<file path="src/rtl/msrv_32_store_queue_pkg.sv">
// Shared encodings and types for the MSRV32 store path: AHB transfer types,
// store funct3 codes, bus FSM states and the default queue entry layout.
package msrv_32_pkg;

  localparam logic [1:0] HTRANS_IDLE   = 2'b00;
  localparam logic [1:0] HTRANS_NONSEQ = 2'b10;

  localparam logic [2:0] F3_SB = 3'b000;
  localparam logic [2:0] F3_SH = 3'b001;
  localparam logic [2:0] F3_SW = 3'b010;
  localparam logic [2:0] F3_SD = 3'b011;

  typedef enum logic [1:0] {
    BUS_IDLE = 2'd0,
    BUS_ADDR = 2'd1,
    BUS_DATA = 2'd2
  } bus_state_e;

  localparam logic [1:0] ST_IDLE = BUS_IDLE;
  localparam logic [1:0] ST_ADDR = BUS_ADDR;
  localparam logic [1:0] ST_DATA = BUS_DATA;

  localparam int SQ_XLEN   = 32;
  localparam int SQ_ADDR_W = 32;

  typedef struct packed {
    logic [SQ_ADDR_W-1:0] addr;
    logic [SQ_XLEN-1:0]   data;
    logic [SQ_XLEN/8-1:0] mask;
    logic [2:0]           hsize;
  } sq_entry_t;

endpackage

</file>
<file path="src/rtl/msrv_32_store_queue_if.sv">
// AHB-Lite write-side signals between the store queue (master) and the
// data-memory port (slave).
interface msrv_32_store_queue_if #(
  parameter int XLEN   = 32,
  parameter int ADDR_W = 32
);
  logic                ahb_ready_in;
  logic [ADDR_W-1:0]   ms_riscv32_mp_dmadder_out;
  logic [XLEN-1:0]     ms_riscv32_mp_dmdata_out;
  logic [XLEN/8-1:0]   ms_riscv32_mp_dmwr_mask_out;
  logic                ms_riscv32_mp_dmwr_req_out;
  logic [1:0]          ahb_htrans_out;
  logic [2:0]          ahb_hsize_out;

  modport master (
    input  ahb_ready_in,
    output ms_riscv32_mp_dmadder_out, ms_riscv32_mp_dmdata_out,
           ms_riscv32_mp_dmwr_mask_out, ms_riscv32_mp_dmwr_req_out,
           ahb_htrans_out, ahb_hsize_out
  );

  modport slave (
    output ahb_ready_in,
    input  ms_riscv32_mp_dmadder_out, ms_riscv32_mp_dmdata_out,
           ms_riscv32_mp_dmwr_mask_out, ms_riscv32_mp_dmwr_req_out,
           ahb_htrans_out, ahb_hsize_out
  );
endinterface

</file>
<file path="src/rtl/msrv_32_store_queue_fifo.sv">
// Generic DEPTH-entry FIFO with full/empty flags and every slot exposed in
// parallel (with a per-slot valid bit) so callers can search the contents.
module msrv_32_store_fifo
  import msrv_32_pkg::*;
#(
  parameter type entry_t = sq_entry_t,
  parameter int  DEPTH   = 4
) (
  input  logic             clk_i,
  input  logic             rst_ni,
  input  logic             push_i,
  input  entry_t           push_data_i,
  input  logic             pop_i,
  output entry_t           head_o,
  output entry_t           entries_o [DEPTH],
  output logic [DEPTH-1:0] valid_o,
  output logic             full_o,
  output logic             empty_o
);
  localparam int             PTR_W = $clog2(DEPTH);
  localparam logic [PTR_W:0] ONE   = (PTR_W+1)'(1);

  logic [PTR_W-1:0] wr_ptr_q, wr_ptr_d, rd_ptr_q, rd_ptr_d;
  logic [PTR_W:0]   count_q, count_d;
  logic             push_ok, pop_ok;
  entry_t           mem_q [DEPTH];

  assign full_o  = (count_q == (PTR_W+1)'(DEPTH));
  assign empty_o = (count_q == '0);
  assign push_ok = push_i && !full_o;
  assign pop_ok  = pop_i && !empty_o;

  always_comb begin
    wr_ptr_d = wr_ptr_q + PTR_W'(push_ok);
    rd_ptr_d = rd_ptr_q + PTR_W'(pop_ok);
    count_d  = count_q;
    case ({push_ok, pop_ok})
      2'b10:   count_d = count_q + ONE;
      2'b01:   count_d = count_q - ONE;
      default: count_d = count_q;
    endcase
  end

  always_ff @(posedge clk_i or negedge rst_ni) begin
    if (!rst_ni) begin
      wr_ptr_q <= '0;
      rd_ptr_q <= '0;
      count_q  <= '0;
    end else begin
      wr_ptr_q <= wr_ptr_d;
      rd_ptr_q <= rd_ptr_d;
      count_q  <= count_d;
    end
  end

  // Payload needs no reset: slots are only observed through valid_o/head_o.
  always_ff @(posedge clk_i) begin
    if (push_ok) mem_q[wr_ptr_q] <= push_data_i;
  end

  assign head_o    = mem_q[rd_ptr_q];
  assign entries_o = mem_q;

  for (genvar gi = 0; gi < DEPTH; gi++) begin : g_valid
    logic [PTR_W-1:0] rel;
    assign rel         = PTR_W'(gi) - rd_ptr_q;
    assign valid_o[gi] = ({1'b0, rel} < count_q);
  end

endmodule

</file>
<file path="src/rtl/msrv_32_store_queue.sv">
// Store path between execute and the AHB-Lite data port: lane-aligns stores,
// buffers them, drains them as pipelined NONSEQ writes and flags load hazards.
module msrv_32_store_queue
  import msrv_32_pkg::*;
#(
  parameter int XLEN   = 32,
  parameter int ADDR_W = 32,
  parameter int DEPTH  = 4
) (
  input  logic                 ms_riscv32_mp_clk_in,
  input  logic                 ms_riscv32_mp_rst_in,
  input  logic [2:0]           funct3_in,
  input  logic [ADDR_W-1:0]    iaddr_in,
  input  logic [XLEN-1:0]      rs2_in,
  input  logic                 mem_wr_req_in,
  output logic                 st_ready_out,
  output logic                 misaligned_out,
  input  logic [ADDR_W-1:0]    ld_addr_in,
  output logic                 ld_hazard_out,
  output logic                 sq_empty_out,
  msrv_32_store_queue_if.master ahb
);
  localparam int                NB        = XLEN / 8;
  localparam int                OFF_W     = $clog2(NB);
  localparam logic [ADDR_W-1:0] LINE_MASK = ~ADDR_W'(NB - 1);

  // Same field layout as sq_entry_t, sized by this instance's parameters.
  typedef struct packed {
    logic [ADDR_W-1:0] addr;
    logic [XLEN-1:0]   data;
    logic [NB-1:0]     mask;
    logic [2:0]        hsize;
  } entry_t;

  logic             bad_req;
  logic [OFF_W-1:0] off;
  logic [XLEN-1:0]  size_bits;
  logic [NB-1:0]    lane_bits;
  entry_t           push_entry, head, probe, probe_mask;
  entry_t           fifo_entries [DEPTH];
  logic [DEPTH-1:0] fifo_valid, ent_hit;
  logic             fifo_full, fifo_empty, push, pop, addr_phase;
  logic [1:0]       state_q, state_d;
  logic [ADDR_W-1:0] dp_addr_q;
  logic [XLEN-1:0]  dp_data_q;
  logic [NB-1:0]    dp_mask_q;

  always_comb begin
    case (funct3_in)
      F3_SB:   bad_req = 1'b0;
      F3_SH:   bad_req = iaddr_in[0];
      F3_SW:   bad_req = |iaddr_in[1:0];
      F3_SD:   bad_req = (XLEN == 32) || (|iaddr_in[2:0]);
      default: bad_req = 1'b1;
    endcase
  end

  assign misaligned_out = mem_wr_req_in && bad_req;
  assign st_ready_out   = !fifo_full;
  assign push           = mem_wr_req_in && !fifo_full && !bad_req;

  assign off = iaddr_in[OFF_W-1:0];

  always_comb begin
    case (funct3_in[1:0])
      2'b00:   begin size_bits = XLEN'(8'hFF);         lane_bits = NB'(1);  end
      2'b01:   begin size_bits = XLEN'(16'hFFFF);      lane_bits = NB'(3);  end
      2'b10:   begin size_bits = XLEN'(32'hFFFF_FFFF); lane_bits = NB'(15); end
      default: begin size_bits = '1;                   lane_bits = '1;      end
    endcase
  end

  // Masking before the shift keeps every lane outside the store at zero.
  always_comb begin
    push_entry.addr  = iaddr_in & LINE_MASK;
    push_entry.data  = (rs2_in & size_bits) << {off, 3'b000};
    push_entry.mask  = lane_bits << off;
    push_entry.hsize = {1'b0, funct3_in[1:0]};
  end

  msrv_32_store_fifo #(
    .entry_t (entry_t),
    .DEPTH   (DEPTH)
  ) u_fifo (
    .clk_i       (ms_riscv32_mp_clk_in),
    .rst_ni      (ms_riscv32_mp_rst_in),
    .push_i      (push),
    .push_data_i (push_entry),
    .pop_i       (pop),
    .head_o      (head),
    .entries_o   (fifo_entries),
    .valid_o     (fifo_valid),
    .full_o      (fifo_full),
    .empty_o     (fifo_empty)
  );

  always_comb begin
    state_d = state_q;
    pop     = 1'b0;
    case (state_q)
      ST_IDLE: if (!fifo_empty) state_d = ST_ADDR;
      ST_ADDR: if (ahb.ahb_ready_in) begin
        pop     = 1'b1;
        state_d = ST_DATA;
      end
      ST_DATA: if (ahb.ahb_ready_in) begin
        if (!fifo_empty) pop = 1'b1;
        else             state_d = ST_IDLE;
      end
      default: state_d = ST_IDLE;
    endcase
  end

  always_ff @(posedge ms_riscv32_mp_clk_in or negedge ms_riscv32_mp_rst_in) begin
    if (!ms_riscv32_mp_rst_in) begin
      state_q   <= ST_IDLE;
      dp_addr_q <= '0;
      dp_data_q <= '0;
      dp_mask_q <= '0;
    end else begin
      state_q <= state_d;
      if (pop) begin
        dp_addr_q <= head.addr;
        dp_data_q <= head.data;
        dp_mask_q <= head.mask;
      end
    end
  end

  // The head is only consumed on HREADY, so the presented address stays put
  // through wait states of the overlapping data phase.
  assign addr_phase = (state_q == ST_ADDR) || ((state_q == ST_DATA) && !fifo_empty);

  assign ahb.ahb_htrans_out              = addr_phase ? HTRANS_NONSEQ : HTRANS_IDLE;
  assign ahb.ms_riscv32_mp_dmwr_req_out  = addr_phase;
  assign ahb.ms_riscv32_mp_dmadder_out   = addr_phase ? head.addr : '0;
  assign ahb.ahb_hsize_out               = addr_phase ? head.hsize : 3'b000;
  assign ahb.ms_riscv32_mp_dmdata_out    = (state_q == ST_DATA) ? dp_data_q : '0;
  assign ahb.ms_riscv32_mp_dmwr_mask_out = (state_q == ST_DATA) ? dp_mask_q : '0;

  assign sq_empty_out = fifo_empty && (state_q == ST_IDLE);

  always_comb begin
    probe           = '0;
    probe.addr      = ld_addr_in & LINE_MASK;
    probe_mask      = '0;
    probe_mask.addr = LINE_MASK;
  end

  for (genvar gi = 0; gi < DEPTH; gi++) begin : g_hit
    assign ent_hit[gi] = fifo_valid[gi] && ((fifo_entries[gi] & probe_mask) == probe);
  end

  assign ld_hazard_out = (|ent_hit) ||
                         ((state_q == ST_DATA) && (dp_addr_q == (ld_addr_in & LINE_MASK)));

endmodule
</file>
<file path="src/flat_wrapper.sv">
// flat-port wrapper written by rule: the top's interface ports become plain ports
module msrv_32_store_queue_flat import msrv_32_pkg::*;
#(
  parameter int XLEN   = 32,
  parameter int ADDR_W = 32,
  parameter int DEPTH  = 4
)
  (ms_riscv32_mp_clk_in, ms_riscv32_mp_rst_in, funct3_in, iaddr_in, rs2_in, mem_wr_req_in, st_ready_out, misaligned_out, ld_addr_in, ld_hazard_out, sq_empty_out, ahb_ahb_ready_in, ahb_ms_riscv32_mp_dmadder_out, ahb_ms_riscv32_mp_dmdata_out, ahb_ms_riscv32_mp_dmwr_mask_out, ahb_ms_riscv32_mp_dmwr_req_out, ahb_ahb_htrans_out, ahb_ahb_hsize_out);
  msrv_32_store_queue_if #(.XLEN(XLEN), .ADDR_W(ADDR_W)) ahb_i ();
  input  logic ms_riscv32_mp_clk_in;
  input  logic ms_riscv32_mp_rst_in;
  input  logic [2:0] funct3_in;
  input  logic [ADDR_W-1:0] iaddr_in;
  input  logic [XLEN-1:0] rs2_in;
  input  logic mem_wr_req_in;
  output logic st_ready_out;
  output logic misaligned_out;
  input  logic [ADDR_W-1:0] ld_addr_in;
  output logic ld_hazard_out;
  output logic sq_empty_out;
  input wire logic [$bits(ahb_i.ahb_ready_in)-1:0] ahb_ahb_ready_in;
  output wire logic [$bits(ahb_i.ms_riscv32_mp_dmadder_out)-1:0] ahb_ms_riscv32_mp_dmadder_out;
  output wire logic [$bits(ahb_i.ms_riscv32_mp_dmdata_out)-1:0] ahb_ms_riscv32_mp_dmdata_out;
  output wire logic [$bits(ahb_i.ms_riscv32_mp_dmwr_mask_out)-1:0] ahb_ms_riscv32_mp_dmwr_mask_out;
  output wire logic [$bits(ahb_i.ms_riscv32_mp_dmwr_req_out)-1:0] ahb_ms_riscv32_mp_dmwr_req_out;
  output wire logic [$bits(ahb_i.ahb_htrans_out)-1:0] ahb_ahb_htrans_out;
  output wire logic [$bits(ahb_i.ahb_hsize_out)-1:0] ahb_ahb_hsize_out;
  assign ahb_i.ahb_ready_in = ahb_ahb_ready_in;
  assign ahb_ms_riscv32_mp_dmadder_out = ahb_i.ms_riscv32_mp_dmadder_out;
  assign ahb_ms_riscv32_mp_dmdata_out = ahb_i.ms_riscv32_mp_dmdata_out;
  assign ahb_ms_riscv32_mp_dmwr_mask_out = ahb_i.ms_riscv32_mp_dmwr_mask_out;
  assign ahb_ms_riscv32_mp_dmwr_req_out = ahb_i.ms_riscv32_mp_dmwr_req_out;
  assign ahb_ahb_htrans_out = ahb_i.ahb_htrans_out;
  assign ahb_ahb_hsize_out = ahb_i.ahb_hsize_out;
  msrv_32_store_queue #(.XLEN(XLEN), .ADDR_W(ADDR_W), .DEPTH(DEPTH)) u_core (.ms_riscv32_mp_clk_in(ms_riscv32_mp_clk_in), .ms_riscv32_mp_rst_in(ms_riscv32_mp_rst_in), .funct3_in(funct3_in), .iaddr_in(iaddr_in), .rs2_in(rs2_in), .mem_wr_req_in(mem_wr_req_in), .st_ready_out(st_ready_out), .misaligned_out(misaligned_out), .ld_addr_in(ld_addr_in), .ld_hazard_out(ld_hazard_out), .sq_empty_out(sq_empty_out), .ahb(ahb_i));
endmodule
</file>
<file path="config.mk">
export PLATFORM = sky130hd
export DESIGN_NAME = msrv_32_store_queue_flat
export DESIGN_NICKNAME = d
export VERILOG_FILES = /design/src/rtl/msrv_32_store_queue_pkg.sv /design/src/rtl/msrv_32_store_queue_if.sv /design/src/rtl/msrv_32_store_queue_fifo.sv /design/src/rtl/msrv_32_store_queue.sv /design/src/flat_wrapper.sv
export SDC_FILE = /design/constraint.sdc
export NUM_CORES = 1
export LEC_CHECK = 0
export ABC_AREA = 1
export BUFFER_PORTS_ARGS = -buffer_cell sky130_fd_sc_hd__buf_4
export CAP_MARGIN = 20
export CORE_MARGIN = 3
export CORE_UTILIZATION = 25
export CTS_BUF_LIST = sky130_fd_sc_hd__clkbuf_16
export DETAILED_ROUTE_END_ITERATION = 7
export GPL_TIMING_DRIVEN = 1
export PLACE_DENSITY = 0.49
export SKIP_CTS_REPAIR_TIMING = 1
export SLEW_MARGIN = 40
export SYNTH_ARGS = -nofsm -noshare
export SYNTH_HDL_FRONTEND = slang
export SYNTH_SLANG_ARGS = --single-unit
export TNS_END_PERCENT = 10
</file>
<file path="constraint.sdc">
create_clock -name ms_riscv32_mp_clk_in -period 5.5 [get_ports ms_riscv32_mp_clk_in]
set_input_delay 0.55 -clock ms_riscv32_mp_clk_in [delete_from_list [all_inputs] [get_ports ms_riscv32_mp_clk_in]]
set_output_delay 0.55 -clock ms_riscv32_mp_clk_in [all_outputs]
set_load 0.02 [all_outputs]
</file>
=== After elaboration in Yosys (flattened, before gate mapping) ===
Cells that the tools add are included.

* Output and inout port bits: 78
* Input bits: 103
* Word-level logic and storage cells: 110
* Flip-flop bits (word level): 361

* Equal/unequal tests: 17
* $add $sub $neg: 8
* Reduce and logical (&&, ||, !) cells: 26
* Shifts and indexed selects: 2
* $lt $le $gt $ge: 7
* Bitwise operators: 3
* Muxes and demuxes: 24

{| class="wikitable"
|+ Operators with widths
! cell !! number
|-
| bitwise mux 284 bit || 1
|-
| 2-to-1 mux 71 bit || 3
|-
| binary-select mux 71 bit (select 2 bit) || 1
|-
| demux 71 bit (select 2 bit) || 1
|-
| equality test 30 bit || 4
|-
| 2-to-1 mux 32 bit || 2
|-
| case mux 32 bit (2 select lines) || 1
|-
| bitwise AND 32 bit || 1
|-
| equality test 32 bit || 1
|-
| << shifter 32 x 5 -> 32 bit || 1
|-
| logical AND 1 bit || 13
|-
| less-than comparator 2 x 3 -> 1 bit || 4
|-
| 2-to-1 mux 2 bit || 5
|-
| case mux 4 bit (2 select lines) || 1
|-
| equality test 2 x 1 -> 1 bit (second input constant) || 3
|-
| greater-or-equal comparator 3 bit (second input constant) || 2
|-
| zero test 3 bit || 2
|-
| inequality test 2 bit (second input constant) || 3
|-
| NOT 2 -> 3 bit || 2
|-
| case mux 2 bit (3 select lines) || 1
|-
| case mux 3 bit (2 select lines) || 1
|-
| adder 2 x 1 -> 2 bit || 2
|-
| equality test 2 bit (second input constant) || 2
|-
| zero test 2 bit || 2
|-
| other kinds (21) || 28
|}

=== Logic depth before layout (Yosys ltp) ===
Gate-level depths: netlist of the first run.

* Word-level depth: 7
* Mapped depth: 15
* Mapped depth without buffers: 14

=== Cells and area by module ===
A second synthesis of the first run with hierarchy kept.

* Cells, all modules: 1900
* Area total of the unflattened synthesis: 17508.0 um^2

{| class="wikitable"
|+ By module, submodules not included
! module !! area each (um^2) !! instances !! sequential area each (um^2) !! cells each
|-
| msrv_32_store_fifo || 11119.4 || 1 || 8703.3 || 758
|-
| msrv_32_store_queue || 6388.6 || 1 || 1751.7 || 1142
|}

=== Worst setup path after synthesis of the first run ===
OpenSTA, ideal clock, no wires.

* Path kind: input -> register
* From: in iaddr_in[0]
* To: reg u_core.u_fifo.mem_q (netlist bit u_core.u_fifo.entries_o[100]) (enable)
* Data required time: 4922 ps
* Arrival: 5854 ps
* Buffers on the path: 0
* Path slack: -932 ps
* Setup time: 578 ps
* Cell stages on the path: 7
* Cell sequence: nor2_1 -> inv_2 -> nand2_1 -> nand3b_1 -> nor2_1 -> inv_1 -> nor3_1

* Longest elaborated chain between the ends: 5

{| class="wikitable"
|+ Ends and longest elaborated chain
! item !! RTL line !! RTL
|-
| from (decl) || flat_wrapper.sv:13 || <nowiki>input logic [ADDR_W-1:0] iaddr_in;</nowiki>
|-
| OR reduction 2 bit || msrv_32_store_queue.sv:52 || <nowiki>F3_SW: bad_req = |iaddr_in[1:0];</nowiki>
|-
| case mux 1 bit (3 select lines) (*) || msrv_32_store_queue.sv:49 || <nowiki>case (funct3_in)</nowiki>
|-
| zero test 1 bit (*) || msrv_32_store_queue.sv:60 || <nowiki>assign push = mem_wr_req_in && !fifo_full && !bad_req;</nowiki>
|-
| logical AND 1 bit (*) || msrv_32_store_queue.sv:60 ||
|-
| logical AND 1 bit (*) || msrv_32_store_queue_fifo.sv:30 || <nowiki>assign push_ok = push_i && !full_o;</nowiki>
|-
| to (signal, indexed assignment) || msrv_32_store_queue_fifo.sv:58 || <nowiki>if (push_ok) mem_q[wr_ptr_q] <= push_data_i;</nowiki>
|-
| to (decl) || msrv_32_store_queue_fifo.sv:26 || <nowiki>entry_t mem_q [DEPTH];</nowiki>
|}

Every way passes the cells marked *; elsewhere a longest branch is shown, timed or not.
A chain may end at the register's enable or synchronous reset.

=== Worst setup path in the final report of the first run ===
* From: reg u_core.u_fifo.rd_ptr_q[0]
* To: out ahb_ms_riscv32_mp_dmadder_out[23]

* Longest elaborated chain between the ends: 5

{| class="wikitable"
|+ Ends and longest elaborated chain
! item !! RTL line !! RTL
|-
| from (decl) || msrv_32_store_queue_fifo.sv:23 || <nowiki>logic [PTR_W-1:0] wr_ptr_q, wr_ptr_d, rd_ptr_q, rd_ptr_d;</nowiki>
|-
| from (signal assigned) || msrv_32_store_queue_fifo.sv:51 || <nowiki>rd_ptr_q <= rd_ptr_d;</nowiki>
|-
| NOT 2 -> 3 bit (not written as such) || msrv_32_store_queue_fifo.sv:61 || <nowiki>assign head_o = mem_q[rd_ptr_q];</nowiki>
|-
| binary-select mux 71 bit (select 2 bit) || msrv_32_store_queue_fifo.sv:61 ||
|-
| 2-to-1 mux 71 bit (not written as such) (2 in a row) || msrv_32_store_queue_fifo.sv:61 ||
|-
| 2-to-1 mux 32 bit || msrv_32_store_queue.sv:136 || <nowiki>assign ahb.ms_riscv32_mp_dmadder_out = addr_phase ? head.addr : '0;</nowiki>
|-
| to (decl) || flat_wrapper.sv:22 || <nowiki>output wire logic [$bits(ahb_i.ms_riscv32_mp_dmadder_out)-1:0] ahb_ms_riscv32_mp_dmadder_out;</nowiki>
|}

No other way between the ends. The select of a mux whose other input is x is not followed.

==> results of run 1 <==
[cells in the final DEF (no fill, tap or decap), drive strengths merged, types with 2 or more instances in the layout]
master,count
a221oi,25
xnor2,54
edfxtp,272
nand4,54
clkbuf,39
nor2,131
o21a,36
o221ai,18
xor2,47
buf,193
ha,11
nand2,397
nor3,11
dfrtp,75
bufinv,3
or2,2
clkinv,24
conb,4
o21ai,58
a21boi,2
diode,2
o22ai,3
inv,149
a22oi,45
a21oi,10
o211ai,2
nand3,20
[worst max-delay path, stage by stage, from the launching register on]
cell,delay (ps)
dfrtp_1,540
inv_1,130
nand2_2,270
clkinv_2,480
buf_4,510
a221oi_1,500
nor2_1,190
buf_4,210
[worst max-delay path by stage]
stage                     slack [ps]                                  from                                     end  cells past startpoint
final                           1540   u_core.u_fifo.rd_ptr_q[0]$_DFF_PN0_       ahb_ms_riscv32_mp_dmadder_out[23]                      7
after global routing            1370   u_core.u_fifo.rd_ptr_q[0]$_DFF_PN0_       ahb_ms_riscv32_mp_dmadder_out[23]                      7
after CTS                       1520   u_core.u_fifo.rd_ptr_q[0]$_DFF_PN0_       ahb_ms_riscv32_mp_dmadder_out[23]                      7
after detailed placement        2110  u_core.u_fifo.count_q[1]$_DFFE_PN0P_    u_core.u_fifo.count_q[1]$_DFFE_PN0P_                     14
after global placement          2160   u_core.u_fifo.rd_ptr_q[0]$_DFF_PN0_       ahb_ms_riscv32_mp_dmadder_out[23]                      7
after floorplan                 -930                           iaddr_in[0]  u_core.u_fifo.entries_o[100]$_DFFE_PP_                      7
[metrics by stage]
step	cells	TNS (ps)	hold slack (ps)	setup WS [ps]
after global routing	2536	0	14.2	1370
after floorplan	1512	-253390	254	-932
after CTS	2535	0	1.24	1520
final	2537	0	6.63	1540
after detailed placement	2463	0	478	2110
after global placement	2463	0	467	2160
[layer usage]
metal  routed length [microns]  GRT usage, %  vias up
met1                     21600          19.3     5471
met3                      2990          2.23       81
met5                        12             0        -
met2                     23000          24.0      389
met4                      1130          4.00        2
li1                          -             -     5424
[power breakdown]
group          total (mW)  internal [mW]  leakage (nW)  switching (mW)
combinational        3.47           1.16          3.75            2.32
sequential           3.44           3.22          3.36           0.220
clock                2.51           1.44         0.610            1.07
[cell type report]
type	instances	share of cell area (%)
multi-input combinational	933	26.2
tap	846	5.45
inverter	144	2.82
clock inverter	33	1.22
clock buffer	39	5.03
timing repair buffer	193	7.50
sequential	347	51.7
antenna	2	0.0258
[state kept, by name (all words and copies together) (netlist names)]
name,count
u_core.dp_data_q,32
u_core.u_fifo.wr_ptr_q,2
u_core.u_fifo.entries_o,272
u_core.dp_addr_q,30
u_core.u_fifo.count_q,3
u_core.dp_mask_q,4
u_core.u_fifo.rd_ptr_q,2
u_core.state_q,2
[cell families after synthesis]
family,count (synthesis),synth area share (%)
compound gates,200,9.13
xor+xnor,101,5.50
fa+ha+maj,12,0.981
buf+inv,232,6.09
flops,347,62.5
other cells,1,0.0233
simple gates,616,15.8
==> impl_metrics.env, run 1 <==
export IMPL_status="finished, final reports clean"
export IMPL_worstRegToRegCells=14
export IMPL_ys_ff_latch=347
export IMPL_vias=11367
export IMPL_synthTopCellsByArea="edfxtp_1, dfrtp_1, nand2_1"
export IMPL_globalplace_congestion=0.842
export IMPL_r2r_setup_slack_ps=2190
export IMPL_grt_pass1_wl_microns=72700
export IMPL_async_flop_share_pct=21.6
export IMPL_worst_pin_slew_ps=818
export IMPL_cap_violations=0
export IMPL_clk_latency_ps=540
export IMPL_register_area_sq_mm=0.0100
export IMPL_skew_ps=12.9
export IMPL_syn_area_sq_mm=0.0161
export IMPL_routedWlPerCell_microns=19.2
export IMPL_netlist_instances=1509
export IMPL_root_buffer="clkbuf_16"
export IMPL_report_final_hold_viol_count=0
export IMPL_slew_headroom_pct=45.4
export IMPL_drc=0
export IMPL_utilization_pct=30.7
export IMPL_area_growth_syn_to_layout_pct=20.8
export IMPL_hold_class="input port to async pin"
export IMPL_vias_per_cell=4.48
export IMPL_placed_area_sq_mm=0.0182
export IMPL_crit_required_ps=4950
export IMPL_io_buffer_count=174
export IMPL_final_cell_area_sq_mm=0.0194
export IMPL_period_share_pct=72.0
export IMPL_drive_above_1_share_pct=16.8
export IMPL_dp_hpwl_microns=31700
export IMPL_ys_types=41
export IMPL_cts_tree="built"
export IMPL_firstDrtPassIters=5
export IMPL_drtIter0Drc=753
export IMPL_total_power_mw=9.42
export IMPL_die_area_sq_mm=0.0674
export IMPL_cp_max_fo=42
export IMPL_antenna_left=0
export IMPL_fp_dieW_microns=260
export IMPL_cts_clk_slew_worst_paths_ps=60
export IMPL_p_per_area_mw_per_mm2=485
export IMPL_core_sq_mm=0.0633
export IMPL_crit_path_end_kind="primary output"
export IMPL_die_h_microns=260
export IMPL_grtUsageTotal_pct=14.4
export IMPL_antenna_found_initial=2
export IMPL_synth_top_area_share_pct=50.8
export IMPL_final_fill_count=6534
export IMPL_setup_violations=0
export IMPL_io_pins=181
export IMPL_overflow=0
export IMPL_worstReg2RegEnd="u_core.u_fifo.count_q[1]$_DFFE_PN0P_"
export IMPL_cp_arrival_ps=3410
export IMPL_start_kind="flop"
export IMPL_drv_slew=0
export IMPL_rsz0062_at_grt="false"
export IMPL_synth_edff_count=272
export IMPL_cts_made_buffers=39
export IMPL_h_tree_depth=2
export IMPL_fmax_ghz=0.253
export IMPL_yosys_cell_count_top_type="nand2_1"
export IMPL_synth_top_cell_by_area="edfxtp_1"
export IMPL_synth_seq_area_share_pct=62.5
export IMPL_cts_sinks=347
export IMPL_nets=1773
export IMPL_reg2reg_from="u_core.u_fifo.count_q[1]$_DFFE_PN0P_"
export IMPL_clock_path_buffers=3
export IMPL_p_leak_nw=7.72
export IMPL_fp_row_count=92
export IMPL_critPathKind="flop to primary output"
export IMPL_multi_input_area_sq_mm=0.00509
export IMPL_synth_common_cells="nand2_1, edfxtp_1, inv_1, nor2_1, dfrtp_1"
export IMPL_ir_drop_uv=233
export IMPL_grt_pass1_vias=11706
export IMPL_grt_max_degree=81
export IMPL_start_util_pct=25.4
export IMPL_wirelength_microns=48700
export IMPL_syn_avg_cell_area_sq_um=10.7
export IMPL_synth_main_ff_cell="edfxtp_1"
export IMPL_min_period_ps=3960
export IMPL_yosys_warnings=0
No activity file was read; power rests on OpenSTA's default activity.
==> run 2, diff against run 1 <==
PLACE_DENSITY = 0.48   (was 0.49)
clock period = 3.8 ns   (was 5.5 ns; I/O delays follow)
==> run 2 against run 1 <==
Against the previous run:
- sequential share of layout area down 0.47 points
- sequential power up 45%
- register-to-register slack got worse by 780 ps
- total power grew 47%
- clock skew shrank 2.1 ps
- count of clock-buffer cells in the layout decreased by 1
- setup slack got worse by 950 ps
- sequential cell count unchanged
- combinational power increased by 46%
- critical endpoint is now ld_hazard_out
- clock power is 51% higher
- routed wire length is essentially flat
- worst hold slack improved by 33 ps
==> impl_metrics.env, run 2 (synthesized netlist as in run 1, its figures left out) <==
export IMPL_status="finished, final reports clean"
export IMPL_fp_dieW_microns=260
export IMPL_fin_cells=2540
export IMPL_grt_pass1_wl_microns=72100
export IMPL_cp_arrival_ps=2830
export IMPL_report_final_hold_viol_count=0
export IMPL_rsz0062_at_grt="false"
export IMPL_met2_usage_pct=23.8
export IMPL_cts_made_buffers=38
export IMPL_setup_violations=0
export IMPL_wirelength_microns=48800
export IMPL_drc=0
export IMPL_antenna_found_initial=4
export IMPL_final_common_cell="nand2_1"
export IMPL_grt_use_met1_pct=18.9
export IMPL_p_leak_nw=7.80
export IMPL_firstDrtPassIters=5
export IMPL_final_cell_area_sq_mm=0.0196
export IMPL_reg2reg_from="u_core.state_q[1]$_DFFE_PN0P_"
export IMPL_vias=11477
export IMPL_largest_reg_flops=272
export IMPL_grt_pass1_vias=11561
export IMPL_dp_hpwl_microns=32400
export IMPL_grtUsageTotal_pct=14.2
export IMPL_core_sq_mm=0.0633
export IMPL_grt_max_degree=81
export IMPL_drive_above_1_share_pct=17.2
export IMPL_min_to="u_core.u_fifo.entries_o[260]$_DFFE_PP_"
export IMPL_grt_util_met3_pct=2.71
export IMPL_hold_depth=1
export IMPL_skew_ps=10.8
export IMPL_drv_slew=0
export IMPL_die_area_sq_mm=0.0674
export IMPL_critPathKind="flop to primary output"
export IMPL_worstRegToRegCells=14
export IMPL_worst_pin_slew_ps=741
export IMPL_crit_required_ps=3420
export IMPL_routedWlPerCell_microns=19.2
export IMPL_mostFrequentLayoutCells="nand2_1, edfxtp_1, buf_4, inv_1, nor2_1"
export IMPL_placed_area_sq_mm=0.0183
export IMPL_clock_path_buffers=3
export IMPL_nets=1778
export IMPL_cts_sinks=347
export IMPL_preCtsSetupSlack_ps=936
export IMPL_root_buffer="clkbuf_16"
export IMPL_crit_path_end_kind="primary output"
export IMPL_ir_drop_uv=421
export IMPL_area_growth_syn_to_layout_pct=21.9
export IMPL_clk_latency_ps=540
export IMPL_hold_class="input port to flop"
export IMPL_io_pins=181
export IMPL_period_share_pct=84.4
export IMPL_overflow=0
export IMPL_io_buffer_count=174
export IMPL_slew_headroom_pct=50.6
export IMPL_cts_tree="built"
export IMPL_p_per_area_mw_per_mm2=704
export IMPL_worstReg2RegEnd="u_core.u_fifo.count_q[2]$_DFFE_PN0P_"
export IMPL_r2r_setup_slack_ps=1410
export IMPL_globalplace_congestion=0.821
export IMPL_vias_per_cell=4.52
export IMPL_drtIter0Drc=839
export IMPL_cap_violations=0
export IMPL_top_usage_layer="met2"
export IMPL_cp_max_fo=6
export IMPL_start_kind="flop"
export IMPL_fp_row_count=92
export IMPL_start_util_pct=25.4
export IMPL_dpl_cell_count=2468
export IMPL_antenna_left=0
export IMPL_cts_clk_slew_worst_paths_ps=60
export IMPL_min_period_ps=3210
export IMPL_worst_slack_ps=592
export IMPL_worstHoldStart="iaddr_in[8]"
export IMPL_die_h_microns=260
export IMPL_fmax_ghz=0.312
export IMPL_h_tree_depth=2
==> run 2: routing by layer <==
| layer | up-vias | wire, microns |
|---|---|---|
| met5 | - | 31 |
| met4 | 4 | 943 |
| met3 | 67 | 3320 |
| met2 | 376 | 23100 |
| met1 | 5599 | 21400 |
| li1 | 5431 | - |
==> run 2: worst max-delay path by stage <==
stage                                   startpoint                               endpoint  slack [ps]
2_1_floorplan                          iaddr_in[0]   u_core.u_fifo.entries_o[0]$_DFFE_PP_        -400
3_3_place_gp                           iaddr_in[1]   u_core.u_fifo.count_q[2]$_DFFE_PN0P_         980
3_5_place_dp                           iaddr_in[1]  u_core.u_fifo.entries_o[50]$_DFFE_PP_         940
4_1_cts        u_core.u_fifo.rd_ptr_q[1]$_DFF_PN0_                          ld_hazard_out         560
5_1_grt        u_core.u_fifo.rd_ptr_q[1]$_DFF_PN0_                          ld_hazard_out         320
6_report       u_core.u_fifo.rd_ptr_q[1]$_DFF_PN0_                          ld_hazard_out         590
==> run 2: through the flow <==
stage	hold slack [ps]	utilization, %	total power, mW	TNS, ps
floorplan	84.4	-	8.16	-108480
global placement	463	28.9	10.1	0
detailed placement	480	28.9	10.2	0
CTS	-65.0	30.9	14.0	0
global route	21.7	31.0	14.7	0
finish	40.0	31.0	13.8	0
==> run 2: final cells by class <==
cell class                      instances  area (sq um)
Timing Repair Buffer                  199          1550
Antenna cell                            1          2.50
Tap cell                              846          1060
Sequential cell                       347         10000
Clock inverter                         32           322
Fill cell                            6528         43700
Clock buffer                           38           951
Multi-Input combinational cell        933          5120
Inverter                              144           548
==> run 2: power by group <==
| group | internal (mW) | switching [mW] |
|---|---|---|
| clock network | 2.24 | 1.54 |
| logic | 1.72 | 3.33 |
| registers | 4.65 | 0.323 |
==> run 2: worst max-delay path, stage by stage, from the launching register on <==
cell and delay [ps]:
dfrtp_1 430, inv_2 150, nor2_4 40, inv_1 260
nand2_1 130, ha_1 280, a21boi_0 110, o21ai_0 170
nand3_1 100, nor2_1 140, nand3_1 90, nand2_1 60
inv_1 40, nand2_1 120, buf_4 160
==> run 3, diff against run 2 <==
PLACE_DENSITY = 0.49   (was 0.48)
clock period = 2.77 ns   (was 3.8 ns; I/O delays follow)
==> run 3 against run 2 <==
Against the previous run:
- clock power is 31% higher
- non-clock buffer count is 40 higher
- clock skew increased by 6.9 ps
- routed wire length hardly changed
- largest cell class unchanged
- total power is 38% higher
==> impl_metrics.env, run 3 (synthesized netlist as in run 1, its figures left out) <==
export IMPL_period_share_pct=99.2
export IMPL_skew_ps=17.7
export IMPL_fp_row_count=92
export IMPL_ir_drop_uv=505
export IMPL_h_tree_depth=2
export IMPL_fmax_ghz=0.364
export IMPL_final_common_cell="nand2_1"
export IMPL_start_util_pct=25.4
export IMPL_critPathBufInv=3
export IMPL_cap_violations=0
export IMPL_cts_tree="built"
export IMPL_wirelength_microns=48700
export IMPL_worstRegToRegCells=14
export IMPL_worst_pin_slew_ps=640
export IMPL_routedWlPerCell_microns=18.9
export IMPL_cp_startpoint="u_core.u_fifo.rd_ptr_q[1]$_DFF_PN0_"
export IMPL_cp_arrival_ps=2470
export IMPL_area_growth_syn_to_layout_pct=25.1
export IMPL_nets=1818
export IMPL_crit_required_ps=2490
export IMPL_final_fill_count=6445
export IMPL_antenna_left=0
export IMPL_cp_depth=13
export IMPL_mostFrequentLayoutCells="nand2_1, edfxtp_1, buf_4, inv_1, nor2_1"
export IMPL_rsz0062_at_grt="true"
export IMPL_grtUsageTotal_pct=14.2
export IMPL_crit_path_end_kind="primary output"
export IMPL_drv_slew=0
export IMPL_cp_cell_sequence="clkinv_4 -> nand2_8 -> nand2_2 -> ha_1 -> a21boi_0 -> o21ai_1 -> nand3_1 -> nor2_1 -> nand3_1 -> nand2_1 -> inv_1 -> nand2_2 -> buf_6"
export IMPL_slowest_delay_ps=400
export IMPL_root_buffer="clkbuf_16"
export IMPL_crit_end="ld_hazard_out"
export IMPL_dp_hpwl_microns=32100
export IMPL_cp_top_family="simple AND/OR/NAND/NOR gates"
export IMPL_overflow=0
export IMPL_vias=11535
export IMPL_grt_pass1_vias=11678
export IMPL_antenna_found_initial=2
export IMPL_grt_pass1_wl_microns=72400
export IMPL_setup_violations=0
export IMPL_fp_dieW_microns=260
export IMPL_start_kind="flop"
export IMPL_cts_made_buffers=38
export IMPL_firstDrtPassIters=5
export IMPL_clock_path_buffers=3
export IMPL_hold_depth=2
export IMPL_worstReg2RegEnd="u_core.u_fifo.count_q[2]$_DFFE_PN0P_"
export IMPL_vias_per_cell=4.47
export IMPL_hold_ws_ps=84.0
export IMPL_tns_ps=0
export IMPL_clk_latency_ps=530
export IMPL_min_period_ps=2750
export IMPL_r2r_setup_slack_ps=520
export IMPL_io_pins=181
export IMPL_final_cell_area_sq_mm=0.0201
export IMPL_cp_max_fo=8
export IMPL_reg2reg_from="u_core.state_q[0]$_DFFE_PN0P_"
export IMPL_io_buffer_count=174
export IMPL_cp_slowest_cell="dfrtp_2"
export IMPL_globalplace_congestion=0.853
export IMPL_drtIter0Drc=826
export IMPL_report_final_hold_viol_count=0
export IMPL_slew_headroom_pct=56.9
export IMPL_die_h_microns=260
export IMPL_cts_sinks=347
export IMPL_p_per_area_mw_per_mm2=946
export IMPL_cts_clk_slew_worst_paths_ps=70
export IMPL_die_area_sq_mm=0.0674
export IMPL_grt_max_degree=81
export IMPL_status="finished, final reports clean"
export IMPL_largest_reg_flops=272
export IMPL_drive_above_1_share_pct=18.0
export IMPL_critPathKind="flop to primary output"
export IMPL_utilization_pct=31.8
export IMPL_drc=0
export IMPL_core_sq_mm=0.0633
export IMPL_p_leak_nw=8.00
export IMPL_hold_class="input port to flop"
export IMPL_placed_area_sq_mm=0.0185
==> run 3: power breakdown <==
group          switching, mW  leakage, nW  internal, mW
clock network           2.03        0.631          2.90
logic                   4.67         4.01          2.59
registers              0.451         3.35          6.39
==> run 3: stage by stage <==
stage / cells / total power, mW / setup slack [ps]
floorplan: 1512 / 11.2 / -222
global placement: 2472 / 14.0 / 375
detailed placement: 2472 / 14.1 / 403
CTS: 2541 / 19.1 / -184
global route: 2578 / 20.2 / -121
finish: 2580 / 19.0 / 22.5
==> run 3: layout make-up <==
type / count / area (sq um) / share of cell area (%)
flip-flops and latches: 347 / 10000 / 49.9
multi-input cells: 933 / 5190 / 25.8
repair buffers: 239 / 2040 / 10.1
well taps: 846 / 1060 / 5.26
clock buffers: 42 / 1050 / 5.22
inverters: 144 / 561 / 2.79
clock inverters: 27 / 169 / 0.840
diodes: 2 / 5.00 / 0.0249
==> run 3: worst register-to-register path: cells and delay by family (launching register included) <==
kind | cells | cell delay [ps]
buffers and inverters | 5 | 380
flip-flops | 1 | 410
adder cells (fa/ha/maj) | 3 | 760
AND/OR/NAND/NOR | 2 | 110
AO/OA/AOI/OAI | 3 | 330
XOR/XNOR | 1 | 150
==> run 3: how the worst min path moves through the flow <==
stage | startpoint | to | slack [ps]
floorplan | ms_riscv32_mp_rst_in | u_core.dp_addr_q[10]$_DFFE_PN0N_ | -20
global placement | ms_riscv32_mp_rst_in | u_core.dp_data_q[1]$_DFFE_PN0N_ | 300
detailed placement | ms_riscv32_mp_rst_in | u_core.dp_data_q[1]$_DFFE_PN0N_ | 300
CTS | ms_riscv32_mp_rst_in | u_core.dp_data_q[1]$_DFFE_PN0N_ | -270
global route | iaddr_in[1] | u_core.u_fifo.entries_o[3]$_DFFE_PP_ | 60
finish | iaddr_in[1] | u_core.u_fifo.entries_o[3]$_DFFE_PP_ | 80
==> run 3: layer usage <==
| metal | global-route usage, % | vias to the layer above | wire (microns) |
|---|---|---|---|
| met1 | 18.8 | 5593 | 21500 |
| li1 | - | 5512 | - |
| met5 | 0 | - | 0 |
| met3 | 2.62 | 62 | 2830 |
| met4 | 3.30 | 0 | 947 |
| met2 | 24.1 | 368 | 23500 |
